$ cat src/rtl/uart_pkg.sv
// ---------------------------------------------------------------------------
// uart_pkg
// Shared definitions for the UART receiver and transmitter.
//   uart_state_e : receiver FSM state encoding (fixed values for legacy tools)
//   calc_div     : clock cycles per bit, CLK_HZ/BAUD with integer truncation
//   even_parity  : even-parity bit for one data byte
// ---------------------------------------------------------------------------
package uart_pkg;

    typedef enum logic [2:0] {
        ST_IDLE   = 3'd0,
        ST_START  = 3'd1,
        ST_DATA   = 3'd2,
        ST_PARITY = 3'd3,
        ST_STOP   = 3'd4,
        ST_BREAK  = 3'd5
    } uart_state_e;

    function automatic int unsigned calc_div(input int unsigned clk_hz,
                                             input int unsigned baud);
        return clk_hz / baud;
    endfunction

    // Parity bit that makes the total count of ones (data + parity) even.
    function automatic logic even_parity(input logic [7:0] d);
        return ^d;
    endfunction

endpackage

$ cat src/rtl/uart_sync2.sv
// ---------------------------------------------------------------------------
// uart_sync2
// Two-flop synchronizer for a single asynchronous input.
// Parameters:
//   RST_VAL : value both flops take during reset
// Ports:
//   clk   in  1  sampling clock
//   reset in  1  synchronous, active-high reset
//   i_d   in  1  asynchronous input
//   o_q   out 1  synchronized output (two clk cycles of latency)
// ---------------------------------------------------------------------------
module uart_sync2 #(
    parameter logic RST_VAL = 1'b1
) (
    input  logic clk,
    input  logic reset,
    input  logic i_d,
    output logic o_q
);

    logic r_meta;
    logic r_q;

    always_ff @(posedge clk) begin
        if (reset) begin
            r_meta <= RST_VAL;
            r_q    <= RST_VAL;
        end else begin
            r_meta <= i_d;
            r_q    <= r_meta;
        end
    end

    assign o_q = r_q;

endmodule

$ cat src/rtl/uart_rx.sv
// ---------------------------------------------------------------------------
// uart_rx
// UART receiver: 1 start bit, 8 data bits LSB first, optional even parity,
// 1 stop bit. Received bytes land in a single holding register with a
// valid/ready handshake; the line is never back-pressured.
//
// Build option:
//   UART_RX_PARITY_EN  when defined, an even-parity bit follows the data bits
//                      and mismatching frames are discarded with parity_err.
//                      When undefined, frames are 10 bits and parity_err = 0.
//
// Parameters:
//   CLK_HZ  clk frequency in Hz
//   BAUD    line bit rate
// Ports:
//   clk        in  1  system clock
//   reset      in  1  synchronous, active-high reset
//   rx_in      in  1  asynchronous serial line, idle high
//   rx_data    out 8  last received byte
//   rx_valid   out 1  rx_data holds an unconsumed byte
//   rx_ready   in  1  consumer accepts rx_data this cycle
//   frame_err  out 1  one-cycle pulse: stop bit sampled low
//   overrun    out 1  one-cycle pulse: byte dropped, holding register full
//   parity_err out 1  one-cycle pulse: parity mismatch
// ---------------------------------------------------------------------------
module uart_rx
    import uart_pkg::*;
#(
    parameter int unsigned CLK_HZ = 50000000,
    parameter int unsigned BAUD   = 115200
) (
    input  logic       clk,
    input  logic       reset,
    input  logic       rx_in,
    output logic [7:0] rx_data,
    output logic       rx_valid,
    input  logic       rx_ready,
    output logic       frame_err,
    output logic       overrun,
    output logic       parity_err
);

    localparam int unsigned DIV   = calc_div(CLK_HZ, BAUD);
    localparam int unsigned HALF  = DIV / 2;
    localparam int          CNT_W = $clog2(DIV + 1);

    localparam logic [CNT_W-1:0] RELOAD    = CNT_W'(DIV - 1);
    localparam logic [CNT_W-1:0] HALF_LOAD = CNT_W'(HALF - 1);

    // -----------------------------------------------------------------------
    // Line synchronizer
    // -----------------------------------------------------------------------
    logic w_line;

    uart_sync2 #(
        .RST_VAL (1'b1)
    ) u_sync (
        .clk   (clk),
        .reset (reset),
        .i_d   (rx_in),
        .o_q   (w_line)
    );

    // -----------------------------------------------------------------------
    // Bit-timing FSM
    // -----------------------------------------------------------------------
    uart_state_e      r_state;
    logic [CNT_W-1:0] r_cnt;
    logic [2:0]       r_bit_idx;
    logic [7:0]       r_shift;
`ifdef UART_RX_PARITY_EN
    logic             r_par_bit;
`endif

    logic w_tick;
    assign w_tick = (r_cnt == '0);

    always_ff @(posedge clk) begin
        if (reset) begin
            r_state   <= ST_IDLE;
            r_cnt     <= '0;
            r_bit_idx <= '0;
        end else begin
            case (r_state)
                ST_IDLE: begin
                    // Aim the first sample at the middle of the start bit.
                    if (!w_line) begin
                        r_cnt   <= HALF_LOAD;
                        r_state <= ST_START;
                    end
                end

                ST_START: begin
                    if (w_tick) begin
                        if (!w_line) begin
                            r_cnt     <= RELOAD;
                            r_bit_idx <= '0;
                            r_state   <= ST_DATA;
                        end else begin
                            // Line back high at mid-bit: treat as a glitch.
                            r_state <= ST_IDLE;
                        end
                    end else begin
                        r_cnt <= r_cnt - CNT_W'(1);
                    end
                end

                ST_DATA: begin
                    if (w_tick) begin
                        r_cnt <= RELOAD;
                        if (r_bit_idx == 3'd7) begin
`ifdef UART_RX_PARITY_EN
                            r_state <= ST_PARITY;
`else
                            r_state <= ST_STOP;
`endif
                        end else begin
                            r_bit_idx <= r_bit_idx + 3'd1;
                        end
                    end else begin
                        r_cnt <= r_cnt - CNT_W'(1);
                    end
                end

`ifdef UART_RX_PARITY_EN
                ST_PARITY: begin
                    if (w_tick) begin
                        r_cnt   <= RELOAD;
                        r_state <= ST_STOP;
                    end else begin
                        r_cnt <= r_cnt - CNT_W'(1);
                    end
                end
`endif

                ST_STOP: begin
                    if (w_tick) begin
                        r_state <= w_line ? ST_IDLE : ST_BREAK;
                    end else begin
                        r_cnt <= r_cnt - CNT_W'(1);
                    end
                end

                ST_BREAK: begin
                    // A held-low line must rise before another start bit counts.
                    if (w_line) begin
                        r_state <= ST_IDLE;
                    end
                end

                default: r_state <= ST_IDLE;
            endcase
        end
    end

    // Data path: shift right, newest bit enters at the MSB so the first
    // (LSB) bit ends up in bit 0 after eight samples.
    always_ff @(posedge clk) begin
        if ((r_state == ST_DATA) && w_tick) begin
            r_shift <= {w_line, r_shift[7:1]};
        end
    end

`ifdef UART_RX_PARITY_EN
    always_ff @(posedge clk) begin
        if ((r_state == ST_PARITY) && w_tick) begin
            r_par_bit <= w_line;
        end
    end
`endif

    // -----------------------------------------------------------------------
    // Stop-bit decision and holding register
    // -----------------------------------------------------------------------
    logic w_stop_tick;
    logic w_stop_ok;
    logic w_stop_bad;
    logic w_par_bad;
    logic w_deliver;
    logic w_accept;

    assign w_stop_tick = (r_state == ST_STOP) && w_tick;
    assign w_stop_ok   = w_stop_tick && w_line;
    assign w_stop_bad  = w_stop_tick && !w_line;

`ifdef UART_RX_PARITY_EN
    assign w_par_bad = w_stop_ok && (even_parity(r_shift) != r_par_bit);
`else
    assign w_par_bad = 1'b0;
`endif

    assign w_deliver = w_stop_ok && !w_par_bad;
    // A consumer taking the old byte this cycle frees the register for the new one.
    assign w_accept  = !rx_valid || rx_ready;

    logic [7:0] r_data;
    logic       r_valid;
    logic       r_ferr;
    logic       r_ovr;
    logic       r_perr;

    always_ff @(posedge clk) begin
        if (reset) begin
            r_data  <= 8'h00;
            r_valid <= 1'b0;
            r_ferr  <= 1'b0;
            r_ovr   <= 1'b0;
            r_perr  <= 1'b0;
        end else begin
            r_ferr <= w_stop_bad;
            r_perr <= w_par_bad;
            r_ovr  <= w_deliver && !w_accept;
            if (w_deliver && w_accept) begin
                r_data  <= r_shift;
                r_valid <= 1'b1;
            end else if (r_valid && rx_ready) begin
                r_valid <= 1'b0;
            end
        end
    end

    assign rx_data    = r_data;
    assign rx_valid   = r_valid;
    assign frame_err  = r_ferr;
    assign overrun    = r_ovr;
    assign parity_err = r_perr;

endmodule

$ cat config.mk
export PLATFORM = sky130hd
export DESIGN_NAME = uart_rx
export DESIGN_NICKNAME = d
export VERILOG_FILES = /design/src/rtl/uart_pkg.sv /design/src/rtl/uart_sync2.sv /design/src/rtl/uart_rx.sv
export SDC_FILE = /design/constraint.sdc
export NUM_CORES = 1
export LEC_CHECK = 0
export BUFFER_PORTS_ARGS = -buffer_cell sky130_fd_sc_hd__buf_2
export CORE_ASPECT_RATIO = 1.25
export CORE_MARGIN = 4
export CORE_UTILIZATION = 55
export DETAILED_ROUTE_END_ITERATION = 7
export MAX_ROUTING_LAYER = met4
export PLACE_DENSITY = 0.75
export SLEW_MARGIN = 30
export SYNTH_ARGS = -nofsm -noshare
export SYNTH_HDL_FRONTEND = slang
export SYNTH_SLANG_ARGS = --single-unit
$ cat constraint.sdc
create_clock -name clk -period 2.7 [get_ports clk]
set_clock_uncertainty 0.1 [all_clocks]
set_input_delay 0.27 -clock clk [delete_from_list [all_inputs] [get_ports clk]]
set_output_delay 0.27 -clock clk [all_outputs]
set_load 0.02 [all_outputs]
==> impl_results.md <==
* Xor/xnor cell area share of the yosys netlist at 1.54%
* CTS max path bufs at 2
* Complex-gate fraction of the synthesized area at 18.2%
* First-pass GRT wire length at 5930 um
* CTS tree: built
* 1st-pass router iterations at 4
* Final Cycle Share at 87.8%
* Leakage at 0.000756 uW
* Largest family of logic cells by synthesized area: simple AND/OR/NAND/NOR gates
* Flop pwr share at between 50% and 60%
* CP Launch Type: flip-flop
* Max-Cap Viols at 0
* Power Internal at roughly 790 uW
* Max-slew violations at 0
* First DRT Iteration DRCs at 79
* Final setup viols at 0
* Syn Inst Count at 182
* ANT nets after route at 0
* DR DRC count at 0
* Worst-skew pair later-pin latency at 0.34 ns
* Critical path arrival at 2.52 ns
* Maximum achievable frequency at about 420 MHz
* Syn Nets at roughly 190
* Die W at ~58 um
* Hold Fails Final Rpt at 0
* Wire per inst at approximately 15 um
* Ys async rst share at 0%
* Hold buffers post-CTS at 0
* Diodes inserted at 0
* Input/output buffers at 14
* Fillers at around 260
* Vias/cell at between 5 and 6
* Worst setup path class: flip-flop to flip-flop
* CP endpoint kind: flip-flop
* Layout area overhead at 8.08%
* Worst Tran Pin Value at 0.575 ns
* Syn_area_per_cell at 9.36 um^2
* Die ar. at 4060 um^2
* Synth cell types at 48
* Mux cell area share after synthesis at 4.70%
* Yosys reg bits at 36
* Post-synth EDFFs at 8
* Fin util at 62.5%
* Max VDD drop at between 0.4 and 0.5 mV
* Sequential-to-total area share from yosys stat at 47.0%
* Antenna violations before repair at 0
* Min Hold Slack at ~0.016 ns
* Grt ovf at 0
* Clock share of power at around 23%
* Synth Warn # at 0
* WL final at 3390 um
* Synth Area in Adders at 2.20%
* Outcome: completed
* Vias in the first global route at 1,370
* Fraction of layout cells with a size suffix above 1 at 17.9%
* Core Area at 2950 um^2
* Pwr Density at 665 nW/um^2
* Crit-path max FO at 10
* Total negative slack at 0 ns
* Row cnt at 22
* Clock buffer count from CTS at 5
* WP data required at roughly 2.9 ns
* Worst path max stage delay at approximately 0.49 ns
* Clock transition at path regs at 0.11 ns
* RSZ-0062 raised after global routing: false
* CP max-delay cell: and3_1
* Die height at 70.2 um
* Tot GR Track Use at 18.7%
* Clock root cell: clkbuf_4
* # IOs at 16
* Critical-path cell list: inv_1 -> ha_1 -> nor3b_2 -> and3_1 -> o31a_1 -> nor2_1 -> a311oi_1
* Initial Util at 57.8%
* Post-CTS Resized at 0
* Top FF cell, synth: dfxtp_1
* Comb pwr share at 26.1%
* Sw Ratio at 35.3%
* Cell area after synthesis at 1700 um^2
* CP Buf/Inv Count at 1
* Clock Sinks at 36
* Post-synthesis simple-gate area fraction at 21.9%
* Vias at approximately 1,400
* H-tree Lvls at 2
* GPL Wtd Cong at approximately 0.97
* Largest net degree at the start of global routing at 29
* Final min period at 2.37 ns
* Sw Pwr at 431 uW
* Nets@finish at around 200
* Slew headroom at 61.3%
* Setup repair bufs after CTS at 0
* Crit path max-delay family: simple AND/OR/NAND/NOR gates
* Dpl hpwl at 2390 um
* Min-Delay Path Class: input port to flip-flop
==> layer usage <==
metal	wire, um	share of wire, %	global-route usage [%]	up-vias
met2	1690	50	31.5	30
met3	162	4.8	4.25	11
met4	78	2.3	9.28	0
li1	-	-	-	688
met1	1460	43	20.2	630
met5	0	0	-	-
==> cell families (layout without fill, tap and decap cells) <==
kind of cell / after synthesis / in the layout
simple gates: 70 / 70
compound gates: 46 / 46
flops: 36 / 36
buf+inv: 15 / 29
mux: 8 / 8
fa+ha+maj: 3 / 3
xor+xnor: 3 / 3
other cells: 1 / 1
==> synthesized netlist by cell type, types with 5 or more instances <==
| cell type | count | area (um^2) |
|---|---|---|
| o21ai_0 | 10 | 50.1 |
| nand2_1 | 12 | 45.0 |
| clkbuf_1 | 5 | 18.8 |
| mux2i_1 | 8 | 80.1 |
| edfxtp_1 | 8 | 240 |
| nor3_1 | 6 | 30.0 |
| nor4_1 | 5 | 31.3 |
| dfxtp_1 | 28 | 561 |
| nor2_1 | 21 | 78.8 |
| nor2b_1 | 5 | 31.3 |
| a21oi_1 | 17 | 85.1 |
==> power by group through the flow <==
| stage | sequential (uW) | combinational (uW) | clock, uW |
|---|---|---|---|
| final | 620 | 319 | 284 |
| after global routing | 625 | 362 | 314 |
| after CTS | 619 | 316 | 296 |
| after detailed placement | 632 | 313 | 0 |
| after global placement | 630 | 313 | 0 |
| after floorplan | 616 | 272 | 0 |
==> path summary, 6_finish.rpt <==
path | depth (start not counted) | endpoint | slack, ns | startpoint
setup / recovery | 7 | r_cnt[7] | 0.33 | r_cnt[0]
hold / removal | 2 | u_sync.r_meta | 0.02 | rx_in
setup reg to reg | 7 | r_cnt[7] | 0.33 | r_cnt[0]
hold reg to reg | 1 | u_sync.o_q | 0.32 | u_sync.r_meta
==> flip-flops by register name (all words and copies together) (netlist names) <==
register       count
r_bit_idx          3
rx_data            8
frame_err          1
r_state            3
u_sync.r_meta      1
r_shift            8
rx_valid           1
u_sync.o_q         1
r_cnt              9
overrun            1
==> layout by cell type (no fill, tap or decap), types with 2 or more instances in the layout <==
cell type  count
mux2i_1        8
or2_2          2
a211o_1        3
nor3_1         6
nand2_1       12
a311oi_1       3
buf_4          3
or3_1          2
nor4_1         5
o21ai_0       10
dfxtp_1       28
nand3_1        4
clkbuf_4       5
nor2b_1        5
ha_1           3
o21a_1         3
inv_1          4
buf_2         14
nor2_1        21
edfxtp_1       8
clkinv_2       2
nand2b_1       2
xnor2_1        2
a21oi_1       17
==> final cells by class <==
cell class	count	area, um^2	share of cell area [%]
Clock buffer	5	37.5	2.04
Inverter	4	15.0	0.816
Clock inverter	3	18.8	1.02
Sequential cell	36	801	43.5
Multi-Input combinational cell	131	831	45.1
Tap cell	36	45.0	2.45
Timing Repair Buffer	17	92.6	5.03
==> metrics by stage <==
step / std cells / worst slack [ns] / cell area [um^2] / power (uW)
2_1_floorplan: 182 / 0.600 / 1700 / 888
3_3_place_gp: 224 / 0.440 / 1780 / 942
3_5_place_dp: 224 / 0.341 / 1780 / 944
4_1_cts: 232 / 0.330 / 1840 / 1230
5_1_grt: 232 / 0.0864 / 1840 / 1300
6_report: 232 / 0.331 / 1840 / 1220
No activity file was read; power rests on OpenSTA's default activity.
